--- config.mk ---
export PLATFORM = sky130hd
export DESIGN_NAME = paddle_quad_encoder
export DESIGN_NICKNAME = d
export VERILOG_FILES = /design/src/rtl/paddle_quad_encoder.sv
export SDC_FILE = /design/constraint.sdc
export NUM_CORES = 1
export LEC_CHECK = 0
export CAP_MARGIN = 30
export CORE_MARGIN = 1
export CORE_UTILIZATION = 35
export DETAILED_ROUTE_END_ITERATION = 16
export PLACE_DENSITY = 0.52
export SLEW_MARGIN = 0
export SYNTH_ARGS = -nofsm -noshare
export SYNTH_HDL_FRONTEND = slang
export SYNTH_SLANG_ARGS = --single-unit
--- constraint.sdc ---
create_clock -name CLK -period 2.5 [get_ports CLK]
set_input_delay 0.625 -clock CLK [delete_from_list [all_inputs] [get_ports CLK]]
set_output_delay 0.625 -clock CLK [all_outputs]
set_load 0.02 [all_outputs]
--- src/rtl/paddle_quad_encoder.sv ---
// -----------------------------------------------------------------------------
// paddle_quad_encoder
//
// Produces the paddle quadrature pair (enc_a/enc_b) for the super_breakout core.
// Digital left/right controls drive a Gray-code phase walker. Its step rate
// starts at DIV_MAX clocks per step and speeds up by ACCEL_STEP after every
// step, down to DIV_MIN, for as long as one direction is held.
//
// Optional external spinner (build with `define PADDLE_QUAD_EXT_EN):
// ext_a/ext_b are synchronised and deglitched as a pair. The outputs follow
// whichever source moved last. Without the macro ext_a/ext_b are ignored and
// src_ext is tied low.
//
// Ports
//   CLK      in   system clock (12 MHz)
//   Reset_n  in   asynchronous active-low reset
//   left     in   move-left request, active high
//   right    in   move-right request, active high
//   ext_a    in   external spinner phase A (asynchronous, idle high)
//   ext_b    in   external spinner phase B (asynchronous, idle high)
//   enc_a    out  quadrature phase A to core (registered)
//   enc_b    out  quadrature phase B to core (registered)
//   src_ext  out  1 = outputs follow external spinner, 0 = left/right
//   step     out  one-cycle pulse on each joystick-path quadrature step
// -----------------------------------------------------------------------------
module paddle_quad_encoder #(
    parameter int unsigned DIV_MAX    = 5500,
    parameter int unsigned DIV_MIN    = 1375,
    parameter int unsigned ACCEL_STEP = 256,
    parameter int unsigned FILT_LEN   = 4
) (
    input  logic CLK,
    input  logic Reset_n,
    input  logic left,
    input  logic right,
    input  logic ext_a,
    input  logic ext_b,
    output logic enc_a,
    output logic enc_b,
    output logic src_ext,
    output logic step
);

    localparam int unsigned CW = $clog2(DIV_MAX + 1);
    localparam logic [CW-1:0] PERIOD_INIT = CW'(DIV_MAX);
    localparam logic [CW-1:0] PERIOD_MIN  = CW'(DIV_MIN);

    typedef enum logic [1:0] {
        DIR_IDLE  = 2'd0,
        DIR_RIGHT = 2'd1,
        DIR_LEFT  = 2'd2
    } dir_e;

    // One Gray-code step: right walks 00->01->11->10, left walks the reverse.
    function automatic logic [1:0] advance(input logic [1:0] p, input logic fwd);
        logic [1:0] r;
        case (p)
            2'b00:   r = fwd ? 2'b01 : 2'b10;
            2'b01:   r = fwd ? 2'b11 : 2'b00;
            2'b11:   r = fwd ? 2'b10 : 2'b01;
            default: r = fwd ? 2'b00 : 2'b11;
        endcase
        return r;
    endfunction

    // -------------------------------------------------------------------------
    // Joystick path
    // -------------------------------------------------------------------------
    dir_e          dir_in;
    dir_e          dir_q;
    logic [CW-1:0] cnt_q, cnt_d;
    logic [CW-1:0] period_q, period_d;
    logic [1:0]    phase_q, phase_d;
    logic          step_q, step_d;
    logic          reversal;

    always_comb begin
        dir_in = DIR_IDLE;
        if (right && !left) dir_in = DIR_RIGHT;
        if (left && !right) dir_in = DIR_LEFT;
    end

    // A direct RIGHT<->LEFT swap acts as one idle cycle, so the new direction
    // starts again from the slowest rate.
    assign reversal = (dir_in != DIR_IDLE) && (dir_q != DIR_IDLE) && (dir_in != dir_q);

    always_comb begin
        // NOTE: every signal assigned here gets a default first, so no path
        // leaves it unassigned and no latch is inferred.
        cnt_d    = cnt_q;
        period_d = period_q;
        phase_d  = phase_q;
        step_d   = 1'b0;
        if (dir_in == DIR_IDLE || reversal) begin
            cnt_d    = '0;
            period_d = PERIOD_INIT;
        end else if (cnt_q == period_q - CW'(1)) begin
            step_d  = 1'b1;
            cnt_d   = '0;
            phase_d = advance(phase_q, dir_in == DIR_RIGHT);
            // Saturating decrement, compared in 32 bits so a large ACCEL_STEP
            // can never wrap the period around.
            if (32'(period_q) >= DIV_MIN + ACCEL_STEP)
                period_d = period_q - CW'(ACCEL_STEP);
            else
                period_d = PERIOD_MIN;
        end else begin
            cnt_d = cnt_q + CW'(1);
        end
    end

    always_ff @(posedge CLK or negedge Reset_n) begin
        if (!Reset_n) begin
            dir_q    <= DIR_IDLE;
            cnt_q    <= '0;
            period_q <= PERIOD_INIT;
            phase_q  <= 2'b00;
            step_q   <= 1'b0;
        end else begin
            // NOTE: state registers use non-blocking assignments so every
            // flop samples the pre-edge values of its neighbours.
            dir_q    <= dir_in;
            cnt_q    <= cnt_d;
            period_q <= period_d;
            phase_q  <= phase_d;
            step_q   <= step_d;
        end
    end

    // -------------------------------------------------------------------------
    // External spinner path and output mux
    // -------------------------------------------------------------------------
    logic [1:0] enc_q, enc_d;
    logic       src_ext_q;

`ifdef PADDLE_QUAD_EXT_EN
    localparam int unsigned FW = $clog2(FILT_LEN + 1);

    logic [1:0]    sync1_q, sync2_q;
    logic [1:0]    prev_q;
    logic [1:0]    filt_q, filt_d;
    logic [FW-1:0] run_q, run_d;
    logic          src_ext_d;

    always_comb begin
        // run_d = length of the current streak of identical samples,
        // saturating at FILT_LEN.
        run_d = FW'(1);
        if (sync2_q == prev_q)
            run_d = (run_q == FW'(FILT_LEN)) ? run_q : run_q + FW'(1);

        filt_d = filt_q;
        if (run_d == FW'(FILT_LEN) && sync2_q != filt_q)
            filt_d = sync2_q;

        // A joystick step takes the outputs back even if the spinner moved
        // in the same cycle.
        src_ext_d = src_ext_q;
        if (step_d)
            src_ext_d = 1'b0;
        else if (filt_d != filt_q)
            src_ext_d = 1'b1;
    end

    always_ff @(posedge CLK or negedge Reset_n) begin
        if (!Reset_n) begin
            sync1_q   <= 2'b11;
            sync2_q   <= 2'b11;
            prev_q    <= 2'b11;
            filt_q    <= 2'b11;
            run_q     <= '0;
            src_ext_q <= 1'b0;
        end else begin
            sync1_q   <= {ext_a, ext_b};
            sync2_q   <= sync1_q;
            prev_q    <= sync2_q;
            filt_q    <= filt_d;
            run_q     <= run_d;
            src_ext_q <= src_ext_d;
        end
    end

    assign enc_d = src_ext_q ? filt_q : phase_q;
`else
    logic unused_ext;
    assign unused_ext = ext_a ^ ext_b;
    assign src_ext_q  = 1'b0;
    assign enc_d      = phase_q;
`endif

    always_ff @(posedge CLK or negedge Reset_n) begin
        if (!Reset_n) enc_q <= 2'b00;
        else          enc_q <= enc_d;
    end

    assign enc_a   = enc_q[1];
    assign enc_b   = enc_q[0];
    assign src_ext = src_ext_q;
    assign step    = step_q;

endmodule

==> results.py <==
metrics = {
    "final_layout": {
        "syn2layout_area_growth_pct": 19.14,
        "n_antenna_cell": 0,
        "post-route-util_pct": 43.21,
        "n_fill_cell": 454,
        "multi_input_area_um2": 1006,
        "seq_area_um2": 706.9,
        "layout_commonest_cell": "dfrtp_1",
        "final_cell_mix": "dfrtp_1 (23), nor2_1 (22), buf_4 (15)",
        "final_cells": 261,
        "drive_above_1_share_pct": 19.59,
        "nets": 210,
    },
    "flow_run": {
        "drv_cap": 0,
    },
    "worst_setup_path": {
        "critical_path.startpoint": "left",
        "cp-start-kind": "input pin",
        "r2r_start": "period_q[8]$_DFFE_PN1P_",
        "worst-path-max-fanout": 3,
        "crit_end": "enc_d[0]$_DFFE_PN0P_",
        "worstSetupPathType": "input pin to flip-flop",
        "rr_worst_depth": 8,
        "cp_data_required_time_ns": 2.66,
        "max_stage_delay_ns": 0.48,
        "arrival_ns": 2.57,
        "crit_path_end_kind": "flip-flop",
        "cp_cell_sequence": "clkdlybuf4s50_1 -> inv_1 -> ha_1 -> nand2b_1 -> a21boi_0 -> or3_1 -> nor3_4 -> mux2_1",
        "regToRegSetupSlack_ns": 0.13,
        "r2r_end": "enc_d[0]$_DFFE_PN0P_",
        "cpMaxStageDelayCell": "clkdlybuf4s50_1",
    },
    "sta": {
        "period_needed_ns": 2.414,
        "finalWorstSetupSlack_ns": 0.08596,
        "fin_crit_sh_pct": 96.56,
        "finalSetupViolCount": 0,
        "fmax_ghz": 0.4142,
        "rsz0062_at_grt": "true",
        "hold_viol_final": 0,
        "whs_ns": 0.4517,
        "drv_slew": 0,
        "fin_skew_ns": 0.001919,
    },
    "cts": {
        "clkTransAtPathRegs_ns": 0.09,
        "htreeDepth": 1,
        "root_buffer": "clkbuf_8",
        "clockBufferDepth": 2,
        "cts_sinks": 28,
        "clk_latency_ns": 0.27,
        "cts_buffers": 3,
        "cts_tree": "done",
    },
    "routing": {
        "drt_iter0_drc": 44,
        "vias": 1252,
        "via_per_inst": 4.797,
        "first_pass_iters": 4,
        "wire_per_inst_um": 13.20,
        "drc": 0,
        "routed_wl_mm": 3.446,
        "drt.antenna.violating_nets": 0,
    },
    "min_path": {
        "hp-class": "flip-flop to flip-flop",
    },
    "global_route": {
        "grt_overflow_total": 0,
        "grt_pass1_wl_mm": 5.996,
        "grt_pass1_vias": 1269,
        "grt_max_degree": 29,
        "antenna_found_initial": 0,
        "grt_usage_pct": 14.75,
    },
    "synthesis": {
        "avgSynthCellArea_um2": 9.844,
        "synth_top_flop_cell": "dfrtp_1",
        "async_flop_share_pct": 100.0,
        "ys_seq_area_share_pct": 41.27,
        "synth_nets": 189,
        "synth_edf_count": 0,
        "postSynthCellCount": 174,
        "ys_types": 47,
        "ys_warn_count": 0,
        "synth_area_um2": 1713,
        "synth-seq-cells": 28,
    },
    "floorplan": {
        "dieHeight_um": 71.96,
        "die-area_um2": 5178,
        "fp-row-count": 25,
        "core_area_um2": 4723,
        "start_util_pct": 36.26,
        "fp.dieW_um": 71.96,
        "ios": 10,
    },
    "placement": {
        "dp_slack_ns": -0.2091,
        "dp_hpwl_mm": 2.588,
        "gp_congestion": 0.8636,
        "port_buffers": 6,
        "dp.cells": 255,
    },
    "pwr": {
        "finalPower_mw": 0.7976,
        "p_leak_nw": 0.8711,
        "power_density_nw_per_um2": 390.8,
        "irDropWorstVdd_uv": 223.2,
    },
    "outcome": {
        "outcome": "completed",
    },
}
## cell usage after synthesis (all sizes together), types with 2 or more instances
cell | instances | area [um2]
xor2 | 13 | 113.9
o21ai | 4 | 20.01
nand2b | 4 | 25.02
mux2 | 2 | 22.52
dfrtp | 23 | 575.6
a21boi | 2 | 15.01
dfstp | 5 | 131.4
or3 | 2 | 17.52
xnor2 | 12 | 105.1
nand2 | 14 | 52.55
o31ai | 4 | 30.03
nor2 | 22 | 82.58
nor3b | 2 | 20.02
nand4 | 2 | 12.51
ha | 9 | 112.6
a21oi | 5 | 25.02
nor3 | 5 | 35.03
and3 | 3 | 23.77
inv | 7 | 26.28
nand3 | 9 | 45.04
buf | 4 | 22.52
a21o | 2 | 15.01
## cell type report
| class | count | area share [%] |
|---|---|---|
| well taps | 67 | 4.108 |
| inverters | 7 | 1.288 |
| clock buffers | 4 | 2.207 |
| multi-input cells | 134 | 49.29 |
| flip-flops and latches | 28 | 34.64 |
| repair buffers | 21 | 8.461 |
## sequential cells by signal, summed over array words and instances (netlist names)
signal and flops:
enc_d 2, dir_q 2, step 1, cnt_q 13, period_q 8, enc_q 2
## logic make-up (layout without fill, tap and decap cells)
| logic type | count (synthesis) | in the layout | share of synthesized area, % |
|---|---|---|---|
| AOI/OAI and AO/OA | 30 | 30 | 14.83 |
| other | 1 | 1 | 0.2189 |
| and+or+nand+nor | 67 | 67 | 19.94 |
| muxes | 2 | 2 | 1.315 |
| DFF | 28 | 28 | 41.27 |
| xor gates and xnor gates | 25 | 25 | 12.78 |
| buffers and inverters | 12 | 32 | 3.068 |
| adders and majority gates | 9 | 9 | 6.574 |
## worst max-delay path, delay by kind of cell
| kind | cells | cell delay (ns) |
|---|---|---|
| fa+ha+maj | 1 | 0.20 |
| mux | 1 | 0.34 |
| compound gates | 1 | 0.10 |
| simple gates | 3 | 0.76 |
| buf+inv | 2 | 0.53 |
## per-stage QoR
stage	cell area [um2]	setup TNS (ns)
3_5_place_dp	1928	-0.4135
6_report	2041	0
4_1_cts	2003	0
5_1_grt	2041	-0.009976
3_3_place_gp	1928	-0.2903
2_1_floorplan	1713	0
## how the worst min path moves through the flow
stage | cells past startpoint | startpoint | endpoint | slack, ns
after floorplan | 0 | Reset_n | cnt_q[0]$_DFF_PN0_ | 0.33
after global placement | 0 | enc_d[0]$_DFFE_PN0P_ | enc_q[0]$_DFF_PN0_ | 0.42
after detailed placement | 0 | enc_d[1]$_DFFE_PN0P_ | enc_q[1]$_DFF_PN0_ | 0.42
after CTS | 0 | enc_d[1]$_DFFE_PN0P_ | enc_q[1]$_DFF_PN0_ | 0.44
after global routing | 0 | enc_d[1]$_DFFE_PN0P_ | enc_q[1]$_DFF_PN0_ | 0.47
final | 0 | enc_d[1]$_DFFE_PN0P_ | enc_q[1]$_DFF_PN0_ | 0.45
## power by group
part	total [mW]	switching [mW]	internal, mW
Combinational	0.0757	0.0424	0.0333
Sequential	0.473	0.00974	0.463
Clock	0.249	0.135	0.114
Total	0.798	0.187	0.611
## per-layer routing
layer	track usage, %	part of all wire [%]
met1	21.51	51
met2	23.38	46
met3	2.917	2.4
met4	1.961	0.29
met5	0	0
## timing repair
action                     4_1_cts  5_1_grt
resized for setup                3        5
buffers inserted                 0        2
hold buffers                     0        0
setup endpoints to repair        2       19
cloned                           0        0
hold endpoints to repair         0        0
pin swaps                        3        3
No activity file was read; power rests on OpenSTA's default activity.
